[src/rtl/pixel_frame_collector.sv]
// pixel_frame_collector
// Tags each incoming pipeline pixel with its (row, col) position and buffers
// it in a small FIFO so a back-pressuring sink can drain it. Frame markers
// (sof/eol/eof) are derived from the stored coordinates on the read side.
// Pixels arriving while the FIFO is full and not draining are dropped, and a
// sticky overflow flag is raised. Dropped pixels still advance the position
// counters, so the frame geometry stays aligned.

module pixel_frame_collector #(
    parameter int FRAME_W    = 510,
    parameter int FRAME_H    = 510,
    parameter int FIFO_DEPTH = 16,
    localparam int COL_W     = (FRAME_W > 1) ? $clog2(FRAME_W) : 1,
    localparam int ROW_W     = (FRAME_H > 1) ? $clog2(FRAME_H) : 1,
    localparam int LVL_W     = $clog2(FIFO_DEPTH + 1)
) (
    input  logic             clk,
    input  logic             rstN,
    input  logic [7:0]       pixel_in,
    input  logic             pixel_in_valid,
    output logic [7:0]       pixel_out,
    output logic             pixel_out_valid,
    input  logic             pixel_out_ready,
    output logic [COL_W-1:0] pixel_out_col,
    output logic [ROW_W-1:0] pixel_out_row,
    output logic             pixel_out_sof,
    output logic             pixel_out_eol,
    output logic             pixel_out_eof,
    output logic             frame_done,
    output logic             overflow,
    output logic [LVL_W-1:0] fifo_level
);

    localparam int PTR_W = (FIFO_DEPTH > 1) ? $clog2(FIFO_DEPTH) : 1;

    localparam logic [0:0] ST_IDLE = 1'b0;
    localparam logic [0:0] ST_RECV = 1'b1;

    typedef struct packed {
        logic [7:0]       pix;
        logic [ROW_W-1:0] row;
        logic [COL_W-1:0] col;
    } entry_t;

    entry_t           r_mem [FIFO_DEPTH];
    logic [PTR_W-1:0] r_wr_ptr;
    logic [PTR_W-1:0] r_rd_ptr;
    logic [LVL_W-1:0] r_count;
    logic [COL_W-1:0] r_col;
    logic [ROW_W-1:0] r_row;
    logic [0:0]       r_state;
    logic             r_overflow;
    logic             r_frame_done;

    logic             w_empty;
    logic             w_full;
    logic             w_pop;
    logic             w_push;
    logic             w_last_col;
    logic             w_last_row;
    logic             w_frame_end;
    entry_t           w_head;
    logic             w_head_sof;
    logic             w_head_eol;
    logic             w_head_eof;

    assign w_empty     = (r_count == '0);
    assign w_full      = (r_count == LVL_W'(FIFO_DEPTH));
    // A pop frees a slot on the same edge, so a full FIFO can still accept.
    assign w_pop       = !w_empty && pixel_out_ready;
    assign w_push      = pixel_in_valid && (!w_full || w_pop);

    assign w_last_col  = (r_col == COL_W'(FRAME_W - 1));
    assign w_last_row  = (r_row == ROW_W'(FRAME_H - 1));
    assign w_frame_end = w_last_col && w_last_row;

    assign w_head      = r_mem[r_rd_ptr];
    assign w_head_sof  = (w_head.row == '0) && (w_head.col == '0);
    assign w_head_eol  = (w_head.col == COL_W'(FRAME_W - 1));
    assign w_head_eof  = w_head_eol && (w_head.row == ROW_W'(FRAME_H - 1));

    // Storage array: written on push only.
    // NOTE: the data array carries no reset; occupancy is tracked by the
    // pointers and count, so stale contents are never presented as valid.
    always_ff @(posedge clk) begin
        if (rstN && w_push) begin
            r_mem[r_wr_ptr] <= '{pix: pixel_in, row: r_row, col: r_col};
        end
    end

    // FIFO pointers and exact occupancy count.
    // NOTE: all sequential state uses non-blocking assignments so every
    // register samples the pre-edge values of its neighbours.
    always_ff @(posedge clk) begin
        if (!rstN) begin
            r_wr_ptr <= '0;
            r_rd_ptr <= '0;
            r_count  <= '0;
        end else begin
            if (w_push) r_wr_ptr <= r_wr_ptr + 1'b1;
            if (w_pop)  r_rd_ptr <= r_rd_ptr + 1'b1;
            case ({w_push, w_pop})
                2'b10:   r_count <= r_count + 1'b1;
                2'b01:   r_count <= r_count - 1'b1;
                default: r_count <= r_count;
            endcase
        end
    end

    // Write-side position counters; advance on every valid, stored or dropped.
    always_ff @(posedge clk) begin
        if (!rstN) begin
            r_col <= '0;
            r_row <= '0;
        end else if (pixel_in_valid) begin
            if (w_last_col) begin
                r_col <= '0;
                r_row <= w_last_row ? '0 : r_row + 1'b1;
            end else begin
                r_col <= r_col + 1'b1;
            end
        end
    end

    // Frame receive FSM: RECV while a frame is partially received.
    always_ff @(posedge clk) begin
        if (!rstN) begin
            r_state <= ST_IDLE;
        end else if (pixel_in_valid) begin
            case (r_state)
                ST_IDLE: r_state <= w_frame_end ? ST_IDLE : ST_RECV;
                ST_RECV: r_state <= w_frame_end ? ST_IDLE : ST_RECV;
                default: r_state <= ST_IDLE;
            endcase
        end
    end

    // Sticky drop flag and end-of-frame pulse following the eof handshake.
    always_ff @(posedge clk) begin
        if (!rstN) begin
            r_overflow   <= 1'b0;
            r_frame_done <= 1'b0;
        end else begin
            if (pixel_in_valid && !w_push) r_overflow <= 1'b1;
            r_frame_done <= w_pop && w_head_eof;
        end
    end

    // Outputs are forced to zero while empty so nothing stale leaks out.
    assign pixel_out_valid = !w_empty;
    assign pixel_out       = w_empty ? 8'h00 : w_head.pix;
    assign pixel_out_col   = w_empty ? '0 : w_head.col;
    assign pixel_out_row   = w_empty ? '0 : w_head.row;
    assign pixel_out_sof   = !w_empty && w_head_sof;
    assign pixel_out_eol   = !w_empty && w_head_eol;
    assign pixel_out_eof   = !w_empty && w_head_eof;
    assign frame_done      = r_frame_done;
    assign overflow        = r_overflow;
    assign fifo_level      = r_count;

endmodule

[config.mk]
export PLATFORM = sky130hd
export DESIGN_NAME = pixel_frame_collector
export DESIGN_NICKNAME = d
export VERILOG_FILES = /design/src/rtl/pixel_frame_collector.sv
export SDC_FILE = /design/constraint.sdc
export NUM_CORES = 1
export LEC_CHECK = 0
export BUFFER_PORTS_ARGS = -buffer_cell sky130_fd_sc_hd__buf_2
export CAP_MARGIN = 40
export CORE_MARGIN = 1
export CORE_UTILIZATION = 30
export CTS_CLUSTER_DIAMETER = 120
export CTS_CLUSTER_SIZE = 16
export DETAILED_ROUTE_END_ITERATION = 7
export GPL_ROUTABILITY_DRIVEN = 0
export PLACE_DENSITY = 0.44
export SLEW_MARGIN = 30
export SYNTH_ARGS = -nofsm -noshare
export SYNTH_HDL_FRONTEND = slang
export SYNTH_SLANG_ARGS = --single-unit
export TNS_END_PERCENT = 5
[constraint.sdc]
create_clock -name clk -period 5.7 [get_ports clk]
set_input_delay 0.855 -clock clk [delete_from_list [all_inputs] [get_ports clk]]
set_output_delay 0.855 -clock clk [all_outputs]
set_load 0.01 [all_outputs]
==> results.md <==
• antenna violations before repair: 0
• buffer count from post-CTS setup fixing: 0
• Clock Skews: 24.1 ps
• peak supply drop: 0.277 mV
• Pre-Repair DR Iteration Count: 5
• number of enable-type register cells in the synthesized netlist: 416
• Max Buffers Root-to-Sink: 3
• number of logic stages on the critical path including buffering: 7
• depth of the CTS H-tree: 2
• Avg Vias per Cell: 4.92
• Top Family by Delay on Critical Path: flip-flops
• initial core utilization: 30.5%
• combined area of all synthesized cells: 17800 µm²
• number of distinct library cells after synthesis: 51
• P_sw: 2.19 mW
• Static Leak: 6.76 nW
• worst path arrival time: 4040 ps
• number of buffers inserted by port buffering: 48
• actual slew at the worst max-slew pin: 851 ps
• share of power burned in registers: 48.8%
• DRT antenna net count: 0
• final period utilization: 85.8%
• clock slew at reported path FFs: 70 ps
• asr flop ratio synth: 0%
• TritonCTS clock tree: yes
• predominant post-synthesis flop cell: edfxtp_1
• number of warning messages in the yosys log: 0
• die area: 60200 µm²
• root buffer cell: clkbuf_16
• post-CTS sizing: 0
• final WL: 45500 µm
• final setup vio count: 0
• number of ports placed on the die boundary: 49
• vias in the first global route: 8863
• critical path startpoint category: flop
• ranking of synthesized cells by area: edfxtp_1, mux4_2, dfxtp_1, mux4_1, nor2_1
• fraction of final layout cells sized beyond drive strength 1: 25.0%
• average cell area after synthesis: 20.2 µm²
• cell with the most instances after synthesis: edfxtp_1
• status: complete, no violations
• CP max-delay cell: dfxtp_4
• number of synthesized register bits: 453
• type of the most critical hold path: reg -> reg
• relative slew slack: 43.3%
• WHS Path Cells: 2
• diode insertion count for antenna repair: 0
• Tot Pwr: 7.77 mW
• Crit path largest cell delay: 800 ps
• post-route DRC violation count: 0
• wire length per cell: 26.0 µm
• area of the core region: 58100 µm²
• number of sinks driven by the clock tree: 453
• largest fanout on the critical path: 33
• count of hold buffers inserted by post-cts repair: 0
• post-synthesis cell type with the largest combined area: edfxtp_1
• clock network power share: 29.4%
• Syn-to-layout area delta: 13.6%
• power density over the cells: 385 nW/µm²
• final cell count without fillers: 1746
• die outline height: 245 µm
• buffering stage count on the worst path with inverters included: 2
• Post-Syn Instances: 881
• wire length of the first global-routing pass: 65300 µm
• cell breakdown of the critical path: buf_12, mux4_1, a22o_1, a221oi_1, nand4_1, nor4_2, buf_2
• share of the synthesized area in the top cell type: 70.3%
• combinational share of power: 21.9%
• number of maximum-capacitance constraint violations: 0
• switching share of total power: 28.2%
• share of synthesized area occupied by flip-flops and latches: 74.5%
• final count of hold timing violations: 0
• commonest cells in the netlist: edfxtp_1, mux4_2, nor2_1
• pin count of the biggest net entering global routing: 43
• capturing element type of the critical path: output pin
• cell-internal power: 5.58 mW
• critical path class: reg -> out
• later-pin clock latency in the skew report: 560 ps
• final layout net count: 987
• remaining global-route overflow: 0
• final total negative setup slack: 0 ps
• time the final worst path needs with I/O delays and setup: 4890 ps
• data required time at the worst endpoint: 4850 ps
• Synth Net Count: 906
• final slew viol count: 0
• setup repair after global routing missed its margin: false
• overall die width: 245 µm
• vias after detailed routing: 8584
• count of cells along the worst register-to-register path: 12
• Fmax: 204 MHz
• count of placed standard cells including taps: 1690
• FP Rows: 88
• DR iter-0 viols: 698
• CTS Buf Count: 34
• half-perimeter wire length of the detailed placement result: 26300 µm
• GRT Resource Usage Total: 15.4%
through the flow:
step           cell area, µm²  hold WS, ps  util, %  worst slack [ps]
6_report                20200          488     34.7               810
2_1_floorplan           17800          459        -              2460
3_5_place_dp            19200          468     33.0              1320
4_1_cts                 20200          488     34.7               718
5_1_grt                 20200          543     34.7               587
3_3_place_gp            19100          476     32.8              1320
flip-flops by register name (all words and copies together) (netlist names), named ones only:
name / flops
overflow: 1
frame_done: 1
r_row: 9
r_wr_ptr: 4
r_col: 9
r_rd_ptr: 4
r_mem: 416
fifo_level: 5
cells in the final DEF, fill, tap and decap left out, types with 3 or more instances in the layout:
| cell | n |
|---|---|
| a21oi_1 | 11 |
| a221oi_1 | 9 |
| a22o_1 | 23 |
| and2_1 | 10 |
| and3_1 | 3 |
| buf_16 | 4 |
| buf_2 | 48 |
| buf_4 | 30 |
| clkbuf_1 | 18 |
| clkbuf_16 | 35 |
| dfxtp_1 | 35 |
| edfxtp_1 | 416 |
| ha_1 | 12 |
| inv_1 | 7 |
| mux2i_1 | 9 |
| mux4_1 | 16 |
| mux4_2 | 94 |
| nand2_1 | 22 |
| nand3_1 | 12 |
| nand4_1 | 10 |
| nor2_1 | 62 |
| nor2_2 | 3 |
| nor2_4 | 16 |
| nor3_1 | 5 |
| nor4_1 | 3 |
| o21ai_0 | 3 |
| o21ai_1 | 3 |
| or3_1 | 4 |
| xnor2_1 | 7 |
| xor2_1 | 14 |
worst reg2reg max path, delay by kind of cell (launching register included):
family / cells / cell delay, ps
AND/OR/NAND/NOR: 5 / 1290
AO/OA/AOI/OAI: 4 / 710
adder cells (fa/ha/maj): 1 / 430
flip-flops: 1 / 390
buffers and inverters: 2 / 370
power groups by stage:
stage	sequential, mW	clock [mW]	combinational (mW)
after global routing	3.81	2.46	1.84
after global placement	3.90	0	1.70
after CTS	3.80	2.36	1.75
after detailed placement	3.87	0	1.74
after floorplan	3.77	0	1.24
final	3.79	2.28	1.70
kinds of logic (layout without fill, tap and decap cells):
kind of cell | count (synthesis) | in the layout | synth area share [%]
fa+ha+maj | 13 | 13 | 0.958
flops | 453 | 453 | 74.5
buf+inv | 50 | 150 | 1.75
compound gates | 59 | 59 | 2.49
simple gates | 165 | 165 | 4.39
mux | 120 | 120 | 14.9
xor+xnor | 21 | 21 | 1.04
cell type report:
| class | count | area (µm²) |
|---|---|---|
| clock buffers | 53 | 943 |
| clock inverters | 2 | 25.0 |
| fillers | 5493 | 38000 |
| inverters | 9 | 33.8 |
| multi-input cells | 378 | 4340 |
| flip-flops and latches | 453 | 13200 |
| well taps | 765 | 957 |
| repair buffers | 86 | 638 |
layer usage:
layer | track usage, % | up-vias | wire (µm)
met5 | 0 | - | 0
met3 | 2.49 | 41 | 1910
li1 | - | 3763 | -
met4 | 3.47 | 0 | 743
met2 | 24.4 | 156 | 21600
met1 | 22.1 | 4624 | 21200
worst paths after layout:
path            startpoint            end  slack [ps]
max reg2reg  fifo_level[0]  fifo_level[4]        2450
max                   flop  pixel_out_sof         810
min reg2reg       overflow       overflow         490
min               overflow       overflow         490
Power figures use the tool's default switching activity.
